[src/rtl/dmem_arbiter_pkg.sv]
// Shared types and defaults for the data-memory arbiter between the core and the debug/DMA port.
package dmem_arbiter_pkg;

  localparam int unsigned STALL_MAX_DEF = 15;

  // Each state names the owner of the most recently granted cycle.
  typedef enum logic [1:0] {
    ARB_IDLE,
    ARB_CORE,
    ARB_DBG,
    ARB_DBG_LOCK
  } arb_state_e;

endpackage

[src/rtl/dmem_arb_wdog.sv]
// Core starvation watchdog: counts the cycles the core waits without a grant and
// flags expiry once the count reaches STALL_MAX.
module dmem_arb_wdog #(
  parameter int unsigned STALL_MAX = 15
) (
  input  logic clk_i,
  input  logic rst_ni,
  input  logic waiting,
  input  logic clear,
  output logic expired
);

  localparam int unsigned CNT_W = (STALL_MAX > 0) ? $clog2(STALL_MAX + 1) : 1;
  localparam logic [CNT_W-1:0] MAX_CNT = CNT_W'(STALL_MAX);

  logic [CNT_W-1:0] count_q;

  // Saturates at the limit so a long stall cannot wrap the counter back to zero.
  always_ff @(posedge clk_i or negedge rst_ni) begin
    if (!rst_ni) begin
      count_q <= '0;
    end else if (clear) begin
      count_q <= '0;
    end else if (waiting && (count_q != MAX_CNT)) begin
      count_q <= count_q + CNT_W'(1);
    end
  end

  assign expired = (count_q == MAX_CNT);

endmodule

[src/rtl/dmem_arbiter.sv]
// Two-port data-memory arbiter. Grants alternate on conflict, the debug port can hold
// a lock, and a watchdog breaks locks that starve the core.
module dmem_arbiter
  import dmem_arbiter_pkg::*;
#(
  parameter int unsigned ADDR_W    = 10,
  parameter int unsigned STALL_MAX = STALL_MAX_DEF
) (
  input  logic              clk_i,
  input  logic              rst_ni,
  input  logic              c_req_i,
  input  logic              c_we_i,
  input  logic [ADDR_W-1:0] c_addr_i,
  input  logic [31:0]       c_wdata_i,
  input  logic [3:0]        c_bmask_i,
  output logic              c_gnt_o,
  output logic              c_rvalid_o,
  output logic [31:0]       c_rdata_o,
  input  logic              d_req_i,
  input  logic              d_we_i,
  input  logic [ADDR_W-1:0] d_addr_i,
  input  logic [31:0]       d_wdata_i,
  input  logic [3:0]        d_bmask_i,
  input  logic              d_lock_i,
  output logic              d_gnt_o,
  output logic              d_rvalid_o,
  output logic [31:0]       d_rdata_o,
  output logic              m_wren_o,
  output logic [ADDR_W-1:0] m_addr_o,
  output logic [31:0]       m_wdata_o,
  output logic [3:0]        m_bmask_o,
  input  logic [31:0]       m_rdata_i,
  output logic              starve_o
);

  arb_state_e state_q, state_d;
  logic       c_gnt, d_gnt, starve, lock_active;
  logic       wdog_expired;
  logic       rsp_valid_q, rsp_dbg_q;

  dmem_arb_wdog #(
    .STALL_MAX(STALL_MAX)
  ) u_wdog (
    .clk_i  (clk_i),
    .rst_ni (rst_ni),
    .waiting(c_req_i & ~c_gnt),
    .clear  (c_gnt),
    .expired(wdog_expired)
  );

  always_ff @(posedge clk_i or negedge rst_ni) begin
    if (!rst_ni) begin
      state_q <= ARB_IDLE;
    end else begin
      state_q <= state_d;
    end
  end

  // Priority: watchdog override, then an active lock, then alternation on conflict.
  // Grants are held low while reset is asserted so nothing leaks out combinationally.
  always_comb begin
    c_gnt       = 1'b0;
    d_gnt       = 1'b0;
    starve      = 1'b0;
    state_d     = ARB_IDLE;
    lock_active = (state_q == ARB_DBG_LOCK) && d_req_i && d_lock_i;
    if (rst_ni) begin
      if (c_req_i && wdog_expired) begin
        c_gnt  = 1'b1;
        starve = 1'b1;
      end else if (lock_active) begin
        d_gnt = 1'b1;
      end else if (c_req_i && d_req_i) begin
        if (state_q == ARB_CORE) begin
          d_gnt = 1'b1;
        end else begin
          c_gnt = 1'b1;
        end
      end else if (c_req_i) begin
        c_gnt = 1'b1;
      end else if (d_req_i) begin
        d_gnt = 1'b1;
      end
    end
    if (c_gnt) begin
      state_d = ARB_CORE;
    end else if (d_gnt) begin
      state_d = d_lock_i ? ARB_DBG_LOCK : ARB_DBG;
    end
  end

  always_comb begin
    m_addr_o  = '0;
    m_wdata_o = '0;
    m_bmask_o = '0;
    m_wren_o  = 1'b0;
    if (c_gnt) begin
      m_addr_o  = c_addr_i;
      m_wdata_o = c_wdata_i;
      m_bmask_o = c_bmask_i;
      m_wren_o  = c_we_i && (c_bmask_i != 4'b0000);
    end else if (d_gnt) begin
      m_addr_o  = d_addr_i;
      m_wdata_o = d_wdata_i;
      m_bmask_o = d_bmask_i;
      m_wren_o  = d_we_i && (d_bmask_i != 4'b0000);
    end
  end

  // One-deep read response pipeline; the owner bit steers data to the right port.
  always_ff @(posedge clk_i or negedge rst_ni) begin
    if (!rst_ni) begin
      rsp_valid_q <= 1'b0;
      rsp_dbg_q   <= 1'b0;
    end else begin
      rsp_valid_q <= (c_gnt && !c_we_i) || (d_gnt && !d_we_i);
      rsp_dbg_q   <= d_gnt;
    end
  end

  assign c_gnt_o    = c_gnt;
  assign d_gnt_o    = d_gnt;
  assign starve_o   = starve;
  assign c_rvalid_o = rsp_valid_q && !rsp_dbg_q;
  assign d_rvalid_o = rsp_valid_q && rsp_dbg_q;
  assign c_rdata_o  = c_rvalid_o ? m_rdata_i : 32'h0;
  assign d_rdata_o  = d_rvalid_o ? m_rdata_i : 32'h0;

endmodule

[config.mk]
export PLATFORM = sky130hd
export DESIGN_NAME = dmem_arbiter
export DESIGN_NICKNAME = d
export VERILOG_FILES = /design/src/rtl/dmem_arbiter_pkg.sv /design/src/rtl/dmem_arb_wdog.sv /design/src/rtl/dmem_arbiter.sv
export SDC_FILE = /design/constraint.sdc
export NUM_CORES = 1
export LEC_CHECK = 0
export BUFFER_PORTS_ARGS = -buffer_cell sky130_fd_sc_hd__buf_4
export CELL_PAD_IN_SITES_DETAIL_PLACEMENT = 0
export CELL_PAD_IN_SITES_GLOBAL_PLACEMENT = 1
export CORE_MARGIN = 5
export CORE_UTILIZATION = 19
export CTS_CLUSTER_DIAMETER = 30
export DETAILED_ROUTE_END_ITERATION = 10
export HOLD_SLACK_MARGIN = 0.12
export PLACE_DENSITY = 0.94
export REMOVE_ABC_BUFFERS = 1
export SLEW_MARGIN = 10
export SYNTH_ARGS = -nofsm -noshare
export SYNTH_HDL_FRONTEND = slang
export SYNTH_SLANG_ARGS = --single-unit
[constraint.sdc]
create_clock -name clk_i -period 1.6 [get_ports clk_i]
set_input_delay 0.08 -clock clk_i [delete_from_list [all_inputs] [get_ports clk_i]]
set_output_delay 0.08 -clock clk_i [all_outputs]
set_load 0.1 [all_outputs]
* Word level (Yosys, flattened, before mapping)
Cells that the tools add are included.
Storage, ports and cells: register bits 8, bits of input ports 131, output and inout port bits 116, logic and storage cells 59
Cells by class: add/sub/neg operators 1, equal/unequal tests 4, muxes and demuxes 30, bitwise logic cells 2, reductions and logical operators 18
Operators by type and width (count):
- $mux W32 | 4
- $mux W10 | 2
- $mux W1 | 18
- $mux W4 | 4
- $logic_and A1 B1 Y1 | 11
- $reduce_bool A4 Y1 | 2
- $add A4 B1 Y4 const B | 1
- $eq A4 B4 Y1 const B | 1
- $mux W2 | 2
- $ne A4 B4 Y1 const B | 1
- $logic_not A1 Y1 | 3
- $eq A2 B1 Y1 const B | 1
- $eq A2 B2 Y1 const B | 1
- $reduce_bool A2 Y1 | 1
- $and A1 B1 Y1 | 1
- $logic_or A1 B1 Y1 | 1
- $not A1 Y1 | 1

* Logic depth before layout (Yosys ltp)
depth in word-level cells 11, mapped depth 7

* Hierarchy
Synthesis repeated with hierarchy kept, for this count alone.
Second synthesis, totals: cell total of the unflattened synthesis 346, area, all modules 2374.8 µm²
By module, submodules not included:
- dmem_arbiter | times used 1, cells an instance 326, area each 2145.8 µm²
- dmem_arb_wdog | times used 1, cells an instance 20, area each 229.0 µm²

* Least setup slack after synthesis
OpenSTA, ideal clock, no wires.
path kind reg-to-output, from register u_wdog.count_q[0], to output m_addr_o[3], data arrival time 2.821 ns, path slack -1.301 ns, cell stages (with the launch flop) 7, path buffers 2, cell sequence dfrtp_1 ha_1 nand3_2 a41o_1 buf_6 buf_6 mux2i_1
Between the ends: cells in the longest elaborated chain, start to end 6, elaborated cells on any way between the ends 8, those cells by class eq/ne: 1; mux: 6; reduce/logical: 1
RTL lines:
- from (decl) | line dmem_arb_wdog.sv:16 | logic [CNT_W-1:0] count_q;
- from (signal assigned) | line dmem_arb_wdog.sv:25 | count_q <= count_q + CNT_W'(1);
- $eq A4 B4 Y1 * | line dmem_arb_wdog.sv:29 | assign expired = (count_q == MAX_CNT);
- $logic_and A1 B1 Y1 * | line dmem_arbiter.sv:68 | if (c_req_i && wdog_expired) begin
- $mux W1 | line dmem_arbiter.sv:68
- $mux W1 | line dmem_arbiter.sv:67 | if (rst_ni) begin
- $mux W10 | line dmem_arbiter.sv:102 | end else if (d_gnt) begin
- $mux W10 * | line dmem_arbiter.sv:97 | if (c_gnt) begin
- to (decl) | line dmem_arbiter.sv:29 | output logic [ADDR_W-1:0] m_addr_o,
Mark *: on every way between the ends. The rest lies on a longest branch, timed or not.

* Worst setup path after layout
Ends and elaborated chain as after synthesis.

==> reports/results.tsv <==
metric	value	unit
seqPwrFrac	10.0	%
r2r-end	rsp_valid_q	
fin_ws	-0.437	ns
htreeDepth	1	
finalClockSkew	0.00125	ns
max_stage_delay	0.39	ns
num_rows	36	
drt_iter0_markers	129	
path_class	flop to primary output	
yosysMostFrequentCell	nand2_1	
nets	648	
ys_seq_area_share	10.9	%
wirelength	10300	microns
fp.dieW	108	microns
die_h	108	microns
pwr-share-comb	80.5	%
p_clk_share	9.5	%
synthTopCellsByCount	nand2_1, mux2i_1, and2_1	
regToRegStartpoint	u_wdog.count_q[0]	
ant_nets	0	
synthFlopType	dfrtp_1	
p_int	1.13	mW
path_buf_inv	2	
fmax	491	MHz
synth_area	1840	sq um
synth_top_area_share	26.1	%
placed_cell_area	3810	sq um
tightest_slew	0.509	ns
cts_made_buffers	3	
globalplace.congestion	0.778	
status	finished, violations left	
grtUsageTotal	15.9	%
ys_async_sr_fraction	100	%
stdcell_count	647	
cp-start-kind	flop	
io_buffers	246	
wl_per_cell	15.9	microns
crit_fanout	13	
tns	-18.58	ns
grt-ovfl-total	0	
fin_area	4540	sq um
critPathTopFamily	buffers and inverters	
path_cells	ha_2, nand3_2, a41o_4, buf_12, mux2i_1, buf_6	
grt_first_pass_wirelength	15000	microns
cts.sinks	8	
setup_violations	51	
finalCritPeriodShare	127	%
ys_warn_count	0	
cts-root-buf	clkbuf_8	
p_per_area	570	nW/um^2
core	9590	sq um
holdPathEnd	state_q[0]	
fin_crit	2.04	ns
worst_setup_path_end_kind	primary output	
synth_edf_count	0	
dieArea	11800	sq um
crit_arrival	1.96	ns
first_pass_iters	4	
synth_cells	273	
layout-area-overhead-vs-synth	147	%
synth.largest_area_cell	mux2i_1	
clkLatencyLatePin	0.23	ns
cts_tree	built	
hold_violations	0	
hp-start	d_lock_i	
antenna_found_initial	0	
clk_pin_slew_worst_paths	0.04	ns
dp_hpwl	8370	microns
clockBufferDepth	2	
place_inst	637	
synth_cell_types	28	
syn_avg_cell_area	6.74	sq um
layout-drive-gt1-share	60.5	%
initial_core_util	19.2	%
synth-seq-cells	8	
place_ws	-0.328	ns
drc_errors	0	
yosys-top-cells-area	mux2i_1, nand2_1, and2_1, and3_1, dfrtp_1	
viasPerCell	4.43	
ios	247	
net-switching-power	1.46	mW
violations	negative setup slack	
cellLeakagePower	2.34	nW
min_path_cells	3	
sw_frac_of_total	56.5	%
grt_max_degree	34	
reg2reg_depth	6	
r2r_slack	-0.04	ns
maxCapViolCount	0	
drv_slew	0	
rsz0062_at_grt	true	
grt_pass1_vias	3078	
vias	2866	
worst_path_max_delay_cell	dfrtp_1	
max_slew_margin	65.9	%
worstHoldPathType	primary input to flop	
postLayoutCoreUtil	47.4	%
peakVddDrop	0.292	mV
required	1.52	ns
diodes	0	
[sequential cells by signal, summed over array words and instances (netlist names)]
signal and flops:
rsp_dbg_q 1, rsp_valid_q 1, state_q 2, u_wdog.count_q 4
[power by group through the flow]
stage                     clock network, mW  registers (mW)  logic (mW)
after global placement                    0           0.254        1.78
after detailed placement                  0           0.258        1.80
final                                 0.245           0.259        2.09
after floorplan                           0           0.263        1.20
after CTS                             0.250           0.255        2.04
after global routing                  0.259           0.260        2.17
[worst register-to-register path, cell delays in order (launching register included)]
cell and delay [ns]:
dfrtp_1 0.39, ha_2 0.22, nand3_2 0.09, a41o_4 0.27, buf_12 0.19, buf_6 0.14, mux2i_4 0.24
[metrics by stage]
stage	hold WS (ns)	power, mW
final	0.148	2.59
after global routing	0.164	2.68
after detailed placement	-0.119	2.06
after CTS	0.138	2.54
after floorplan	-0.216	1.47
after global placement	-0.120	2.04
[cells in the final DEF (no fill, tap or decap), types with 2 or more instances in the layout]
cell / instances
buf_4: 206
nand2_1: 93
buf_6: 37
and2_1: 34
and3_1: 32
mux2i_2: 23
buf_12: 21
mux2i_4: 14
mux2i_1: 11
dfrtp_1: 8
nand3_1: 4
nand2b_1: 3
a21oi_1: 3
clkbuf_8: 3
inv_1: 2
or4_1: 2
o2bb2ai_1: 2
[timing repair]
item | 4_1_cts | 5_1_grt
setup endpoints to repair | 51 | 52
hold buffers | 1 | 0
endpoints found under the hold margin | 8 | 0
pin swaps | 1 | 0
buffers inserted | 5 | 1
cloned | 2 | 0
resized for setup | 107 | 34
[cell type report]
cell class	count	area, sq um
well taps	133	166
clock buffers	3	41.3
inverters	2	7.51
fillers	915	5050
multi-input cells	236	1730
flip-flops and latches	8	200
repair buffers	265	2390
[worst max path at each step]
stage	slack (ns)	end	cells past startpoint	from
6_report	-0.44	m_addr_o[3]	6	u_wdog.count_q[0]
5_1_grt	-0.48	m_addr_o[3]	6	u_wdog.count_q[0]
4_1_cts	-0.42	m_wdata_o[14]	7	u_wdog.count_q[0]
3_5_place_dp	-0.33	m_addr_o[5]	6	u_wdog.count_q[0]
3_3_place_gp	-0.28	m_wdata_o[7]	6	u_wdog.count_q[0]
2_1_floorplan	-2.62	m_addr_o[0]	4	u_wdog.count_q[0]
[kinds of logic after synthesis]
family / after synthesis / synth area share, %
AOI/OAI and AO/OA: 10 / 4.08
and+or+nand+nor: 177 / 47.5
muxes: 48 / 26.1
DFF: 8 / 10.9
adders and majority gates: 1 / 0.680
buffers and inverters: 29 / 10.7
[per-layer routing]
layer	track usage, %	share of wire [%]	wire, microns
met5	0	0	0
met4	4.51	2.1	216
met3	4.42	12	1280
met2	30.5	51	5270
met1	16.6	34	3520
(Power assumes the default switching activity.)
